File: src/rtl/seg_scan_serial_if.sv
// seg_scan_serial_if: digit/control inputs and serial display outputs of the scanner
interface seg_scan_serial_if #(
    parameter int NDIG = 4
);
    logic [4*NDIG-1:0] digits;
    logic [NDIG-1:0]   dp_mask;
    logic              hex_en;
    logic              lz_blank;
    logic              sclk;
    logic              sdata;
    logic              latch;
    logic [NDIG-1:0]   dig_sel;
    logic              frame_done;
    modport master (output digits, dp_mask, hex_en, lz_blank, input sclk, sdata, latch, dig_sel, frame_done);
    modport slave (input digits, dp_mask, hex_en, lz_blank, output sclk, sdata, latch, dig_sel, frame_done);
endinterface

File: src/rtl/seg_scan_serial.sv
// seg_scan_serial: multiplexed 7-segment scanner feeding an external 8-bit shift register
module seg_scan_serial #(
    parameter int NDIG     = 4,
    parameter int DIV      = 2,
    parameter int ON_TICKS = 64
) (
    input  logic              clk,
    input  logic              rst_n,
    seg_scan_serial_if.slave  bus
);
    localparam int DW = $clog2(DIV + 1);
    localparam int CW = $clog2(ON_TICKS + 16);
    localparam int IW = NDIG > 1 ? $clog2(NDIG) : 1;

    typedef enum logic [1:0] {LOAD, SHIFT, LATCH, ON} state_t;

    state_t            r_state, w_state;
    logic [DW-1:0]     r_div;
    logic              w_tick;
    logic [CW-1:0]     r_cnt, w_cnt;
    logic [IW-1:0]     r_idx, w_idx;
    logic [7:0]        r_sr, w_sr;
    logic              r_sclk, w_sclk, r_sdata, w_sdata, r_latch, w_latch, r_frame, w_frame;
    logic [NDIG-1:0]   r_sel, w_sel;
    logic [4*NDIG-1:0] w_upper;
    logic [3:0]        w_val;
    logic              w_blank;
    logic [7:0]        w_glyph;

    function automatic logic [7:0] seg7(input logic [3:0] v);
        case (v)
            4'h0: return 8'hC0;
            4'h1: return 8'hF9;
            4'h2: return 8'hA4;
            4'h3: return 8'hB0;
            4'h4: return 8'h99;
            4'h5: return 8'h92;
            4'h6: return 8'h82;
            4'h7: return 8'hF8;
            4'h8: return 8'h80;
            4'h9: return 8'h90;
            4'hA: return 8'h88;
            4'hB: return 8'h83;
            4'hC: return 8'hC6;
            4'hD: return 8'hA1;
            4'hE: return 8'h86;
            default: return 8'h8E;
        endcase
    endfunction

    assign w_tick  = r_div == DW'(DIV - 1);
    assign w_upper = bus.digits >> (4 * r_idx);
    assign w_val   = w_upper[3:0];
    assign w_blank = (w_val > 4'd9 && !bus.hex_en) || (bus.lz_blank && r_idx != '0 && w_upper == '0);
    assign w_glyph = (w_blank ? 8'hFF : seg7(w_val)) & ~{bus.dp_mask[r_idx], 7'b0};

    assign bus.sclk       = r_sclk;
    assign bus.sdata      = r_sdata;
    assign bus.latch      = r_latch;
    assign bus.dig_sel    = r_sel;
    assign bus.frame_done = r_frame;

    // free-running divider producing the scan tick
    always_ff @(posedge clk) begin
        if (!rst_n) r_div <= '0;
        else        r_div <= w_tick ? '0 : r_div + 1'b1;
    end

    // next state and outputs; everything advances only on a tick
    always_comb begin
        w_state = r_state;
        w_cnt   = r_cnt;
        w_idx   = r_idx;
        w_sr    = r_sr;
        w_sclk  = r_sclk;
        w_sdata = r_sdata;
        w_latch = r_latch;
        w_sel   = r_sel;
        w_frame = 1'b0;
        if (w_tick) begin
            case (r_state)
                LOAD: begin
                    w_state = SHIFT;
                    w_cnt   = '0;
                    w_sclk  = 1'b0;
                    w_sdata = w_glyph[7];
                    w_sr    = {w_glyph[6:0], 1'b1};
                end
                SHIFT: begin
                    w_cnt  = r_cnt + 1'b1;
                    w_sclk = !r_cnt[0];
                    if (r_cnt[0] && r_cnt != CW'(15)) begin
                        w_sdata = r_sr[7];
                        w_sr    = {r_sr[6:0], 1'b1};
                    end
                    if (r_cnt == CW'(15)) begin
                        w_state = LATCH;
                        w_latch = 1'b1;
                    end
                end
                LATCH: begin
                    w_state = ON;
                    w_cnt   = '0;
                    w_latch = 1'b0;
                    w_sel   = NDIG'(1) << r_idx;
                end
                default: begin
                    w_cnt = r_cnt + 1'b1;
                    if (r_cnt == CW'(ON_TICKS - 1)) begin
                        w_state = LOAD;
                        w_sel   = '0;
                        w_idx   = r_idx == IW'(NDIG - 1) ? '0 : r_idx + 1'b1;
                        w_frame = r_idx == IW'(NDIG - 1);
                    end
                end
            endcase
        end
    end

    // state and output registers
    always_ff @(posedge clk) begin
        if (!rst_n) begin
            r_state <= LOAD;
            r_cnt   <= '0;
            r_idx   <= '0;
            r_sr    <= 8'hFF;
            r_sclk  <= 1'b0;
            r_sdata <= 1'b1;
            r_latch <= 1'b0;
            r_sel   <= '0;
            r_frame <= 1'b0;
        end else begin
            r_state <= w_state;
            r_cnt   <= w_cnt;
            r_idx   <= w_idx;
            r_sr    <= w_sr;
            r_sclk  <= w_sclk;
            r_sdata <= w_sdata;
            r_latch <= w_latch;
            r_sel   <= w_sel;
            r_frame <= w_frame;
        end
    end
endmodule

File: src/flat_wrapper.sv
// flat-port wrapper written by rule: the top's interface ports become plain ports
module seg_scan_serial_flat 
#(
    parameter int NDIG     = 4,
    parameter int DIV      = 2,
    parameter int ON_TICKS = 64
)
  (clk, rst_n, bus_digits, bus_dp_mask, bus_hex_en, bus_lz_blank, bus_sclk, bus_sdata, bus_latch, bus_dig_sel, bus_frame_done);
  seg_scan_serial_if #(.NDIG(NDIG)) bus_i ();
  input  logic clk;
  input  logic rst_n;
  input wire logic [$bits(bus_i.digits)-1:0] bus_digits;
  input wire logic [$bits(bus_i.dp_mask)-1:0] bus_dp_mask;
  input wire logic [$bits(bus_i.hex_en)-1:0] bus_hex_en;
  input wire logic [$bits(bus_i.lz_blank)-1:0] bus_lz_blank;
  output wire logic [$bits(bus_i.sclk)-1:0] bus_sclk;
  output wire logic [$bits(bus_i.sdata)-1:0] bus_sdata;
  output wire logic [$bits(bus_i.latch)-1:0] bus_latch;
  output wire logic [$bits(bus_i.dig_sel)-1:0] bus_dig_sel;
  output wire logic [$bits(bus_i.frame_done)-1:0] bus_frame_done;
  assign bus_i.digits = bus_digits;
  assign bus_i.dp_mask = bus_dp_mask;
  assign bus_i.hex_en = bus_hex_en;
  assign bus_i.lz_blank = bus_lz_blank;
  assign bus_sclk = bus_i.sclk;
  assign bus_sdata = bus_i.sdata;
  assign bus_latch = bus_i.latch;
  assign bus_dig_sel = bus_i.dig_sel;
  assign bus_frame_done = bus_i.frame_done;
  seg_scan_serial #(.NDIG(NDIG), .DIV(DIV), .ON_TICKS(ON_TICKS)) u_core (.clk(clk), .rst_n(rst_n), .bus(bus_i));
endmodule
File: config.mk
export PLATFORM = sky130hd
export DESIGN_NAME = seg_scan_serial_flat
export DESIGN_NICKNAME = d
export VERILOG_FILES = /design/src/rtl/seg_scan_serial_if.sv /design/src/rtl/seg_scan_serial.sv /design/src/flat_wrapper.sv
export SDC_FILE = /design/constraint.sdc
export NUM_CORES = 1
export LEC_CHECK = 0
export BUFFER_PORTS_ARGS = -buffer_cell sky130_fd_sc_hd__buf_2
export CELL_PAD_IN_SITES_DETAIL_PLACEMENT = 1
export CELL_PAD_IN_SITES_GLOBAL_PLACEMENT = 1
export CORE_ASPECT_RATIO = 2
export CORE_MARGIN = 2
export CORE_UTILIZATION = 44
export CTS_CLUSTER_SIZE = 20
export DETAILED_ROUTE_END_ITERATION = 8
export PLACE_DENSITY = 0.89
export SETUP_SLACK_MARGIN = 0.05
export SYNTH_ARGS = -nofsm -noshare
export SYNTH_HDL_FRONTEND = slang
export SYNTH_SLANG_ARGS = --single-unit
export TNS_END_PERCENT = 100
File: constraint.sdc
create_clock -name clk -period 4.55 [get_ports clk]
set_input_delay 0.2275 -clock clk [delete_from_list [all_inputs] [get_ports clk]]
set_output_delay 0.2275 -clock clk [all_outputs]
set_load 0.005 [all_outputs]
==> results.py <==
metrics = {
    "pwr": {
        "p_seq_share_pct": 44.4,
        "switchingPower_mw": 0.185,
        "p_int_mw": 0.438,
        "clockPowerShare_pct": 32.8,
        "power-per-cell-area_nw_per_um2": 313,
        "peakVddDrop_uv": 272,
        "p_leak_nw": 0.792,
        "combPwrFrac_pct": 22.8,
        "p_sw_share_pct": 29.6,
    },
    "clocking": {
        "root_buffer": "clkbuf_8",
        "clock_path_buffers": 2,
        "cts_resized": 0,
        "cts_setup_buffers": 0,
        "cts_tree": "yes",
        "clk_pin_slew_ns": 0.10,
        "postCtsHoldBufs": 0,
        "htreeDepth": 1,
        "numCtsBuffers": 3,
        "cts.sinks": 28,
        "clock_latency_ns": 0.29,
    },
    "finish": {
        "antennaDiodeCount": 0,
        "area_growth_pct": 13.2,
        "drive_above_1_share_pct": 21.6,
        "final_cell_mix": "31 x buf_2, 30 x nand2_1, 28 x dfxtp_1, 15 x nor2_1, 15 x ha_1",
        "nets": 271,
        "mostFrequentLayoutCell": "buf_2",
        "nFillCells": 509,
    },
    "synth": {
        "syn_nets": 246,
        "synth-simple-area-share_pct": 22.6,
        "ys_seq_area_share_pct": 31.9,
        "synthAdderAreaFrac_pct": 10.7,
        "yosys_warnings": 0,
        "synth_xor_area_share_pct": 1.99,
        "ys_seq_elements": 28,
        "synth_top_family_by_area": "simple AND/OR/NAND/NOR gates",
        "syn_inst": 207,
        "synth_mux_area_share_pct": 9.47,
        "synth.avg_cell_area_um2": 8.49,
        "synthesis.area_um2": 1760,
        "synth.distinct_cells": 38,
        "synth-compound-area-share_pct": 17.9,
    },
    "global_route": {
        "grt_pass1_wl_um": 8110,
        "gr-total-overflow": 0,
        "antenna_found_initial": 0,
        "grt_max_degree": 21,
        "grt_pass1_vias": 1758,
        "grt_use_total_pct": 23.3,
    },
    "setup_path": {
        "rr_startpoint": "u_core.r_idx[0]",
        "timing.rr.end": "u_core.r_sr[5]",
        "cp-startpoint": "u_core.r_idx[0]",
        "path_class": "reg -> reg",
        "crit_path_end": "u_core.r_sr[5]",
        "path_cells": "mux4_2 -> inv_1 -> ha_1 -> nor2_1 -> nor2_1 -> nor3b_1 -> or3_1 -> a2111oi_2 -> o311ai_1",
        "arrival_ns": 3.14,
        "cp_max_fo": 10,
        "slowest_delay_ns": 0.64,
        "cpMaxStageDelayCell": "dfxtp_1",
        "cpMostUsedCell": "nor2_1",
        "r2r_slack_ns": 1.55,
        "endpoint_kind": "flip-flop",
        "cp.required_ns": 4.69,
        "cp-start-kind": "flip-flop",
        "r2r_cells": 9,
    },
    "drt": {
        "drtIter0Drc": 20,
        "post_drt_wl_per_cell_um": 16.9,
        "wl_um": 4780,
        "num_vias": 1586,
        "antenna_left": 0,
        "dr.pass1.iters": 4,
        "via_per_inst": 5.62,
        "post-route-drc-count": 0,
    },
    "die": {
        "std_cell_rows": 32,
        "fp.dieW_um": 48.7,
        "die_y_um": 93.4,
        "start_util_pct": 45.7,
        "coreArea_um2": 3840,
        "die_area_um2": 4550,
        "ios": 32,
    },
    "sta": {
        "worst_slack_ns": 1.55,
        "slew_headroom_pct": 33.8,
        "drv_slew": 0,
        "fmax_mhz": 334,
        "tns_ns": 0,
        "worstMarginPinSlew_ns": 0.987,
        "period_share_pct": 65.9,
        "grt_setup_unrepaired": "false",
        "setup_viol": 0,
        "period_minus_slack_ns": 3.00,
        "hold_viol": 0,
        "clock_skew_ns": 0.00430,
    },
    "hold_path": {
        "holdCritPathClass": "in -> reg",
    },
    "run": {
        "max-cap-violations": 0,
    },
    "placement": {
        "post-dp-hpwl_um": 3620,
        "port_buffers": 31,
        "place_ws_ns": 1.53,
        "gp_congestion": 0.802,
    },
    "run_status": {
        "outcome": "complete, no violations",
    },
}
synthesized netlist by cell type:
library cell / number / share of area (%)
nor3_1: 7 / 2.0
o22ai_1: 2 / 0.71
o311ai_1: 2 / 1.0
nor3b_1: 2 / 0.85
xor2_1: 3 / 1.5
o211ai_1: 3 / 1.3
clkbuf_1: 7 / 1.5
buf_6: 2 / 1.3
nand3_1: 4 / 1.1
a21oi_1: 11 / 3.1
a21boi_0: 5 / 2.1
a22o_1: 2 / 1.0
a2111oi_2: 2 / 1.7
and3_1: 1 / 0.36
nand2b_1: 1 / 0.36
nand2_1: 30 / 6.4
nor2b_1: 7 / 2.5
o311ai_0: 1 / 0.50
o21ai_0: 10 / 2.8
mux2_2: 3 / 1.9
nand4_1: 2 / 0.71
nor2_1: 15 / 3.2
nor4_1: 4 / 1.4
mux4_2: 5 / 6.4
nor4b_1: 1 / 0.50
xnor2_1: 1 / 0.50
a211oi_1: 4 / 1.7
a221oi_2: 1 / 0.85
or3_1: 4 / 1.4
ha_1: 15 / 11
or2_2: 4 / 1.4
mux2i_1: 2 / 1.1
o21bai_1: 1 / 0.43
o21ai_1: 2 / 0.57
buf_2: 2 / 0.57
inv_1: 10 / 2.1
dfxtp_1: 28 / 32
and2_1: 1 / 0.36
state kept, by name, indices dropped and copies added, names as in the netlist:
register	cells
u_core.r_cnt	7
u_core.r_sr	7
u_core.bus.dig_sel	4
u_core.r_div	2
u_core.r_idx	2
u_core.r_state	2
u_core.bus.frame_done	1
u_core.bus.latch	1
u_core.bus.sclk	1
u_core.bus.sdata	1
stage by stage:
| stage | total power [mW] | util (%) | hold slack [ns] | instances | area, µm² |
|---|---|---|---|---|---|
| floorplan | 0.383 | - | 0.398 | 207 | 1760 |
| global placement | 0.416 | 49.9 | 0.410 | 278 | 1920 |
| CTS | 0.628 | 51.8 | 0.293 | 282 | 1990 |
| finish | 0.623 | 51.8 | 0.288 | 282 | 1990 |
| detailed placement | 0.423 | 49.9 | 0.423 | 278 | 1920 |
| global route | 0.655 | 51.8 | 0.307 | 282 | 1990 |
final cells by class:
| class | count | area, µm² | share of cell area, % |
|---|---|---|---|
| inverters | 10 | 37.5 | 1.89 |
| repair buffers | 31 | 155 | 7.80 |
| well taps | 51 | 63.8 | 3.21 |
| clock inverters | 1 | 30.0 | 1.51 |
| flip-flops and latches | 28 | 561 | 28.2 |
| multi-input cells | 158 | 1100 | 55.3 |
| clock buffers | 3 | 41.3 | 2.08 |
routing by layer:
metal	wire, µm	track usage [%]
met5	0	0
met4	186	11.9
met2	2720	44.4
met3	114	5.11
met1	1760	22.7
kinds of logic (layout without fill, tap and decap cells):
logic type	Yosys count	after routing
fa+ha+maj	15	15
simple gates	83	83
buf+inv	21	45
flops	28	28
xor+xnor	4	4
mux	10	10
compound gates	46	46
power by group through the flow:
stage          clock network, mW  logic [mW]  registers [mW]
5_1_grt                    0.216       0.160           0.278
2_1_floorplan                  0       0.105           0.278
3_3_place_gp                   0       0.135           0.281
4_1_cts                    0.208       0.144           0.276
6_report                   0.204       0.142           0.276
3_5_place_dp                   0       0.141           0.282
worst min-delay path by stage:
stage	slack (ns)	cells after the start	endpoint	start
detailed placement	0.42	1	u_core.r_div[0]	u_core.r_div[0]
CTS	0.29	2	u_core.r_sr[7]	rst_n
floorplan	0.40	1	u_core.r_div[0]	u_core.r_div[0]
global placement	0.41	1	u_core.r_div[0]	u_core.r_div[0]
global route	0.31	2	u_core.r_sr[1]	rst_n
finish	0.29	2	u_core.r_sr[1]	rst_n
critical path: cells and delay by family (launching register included):
kind / cells / cell delay [ns]
fa+ha+maj: 1 / 0.31
simple gates: 4 / 0.69
buf+inv: 1 / 0.16
mux: 1 / 0.63
compound gates: 2 / 0.40
flops: 1 / 0.64
No activity file was read; power rests on OpenSTA's default activity.
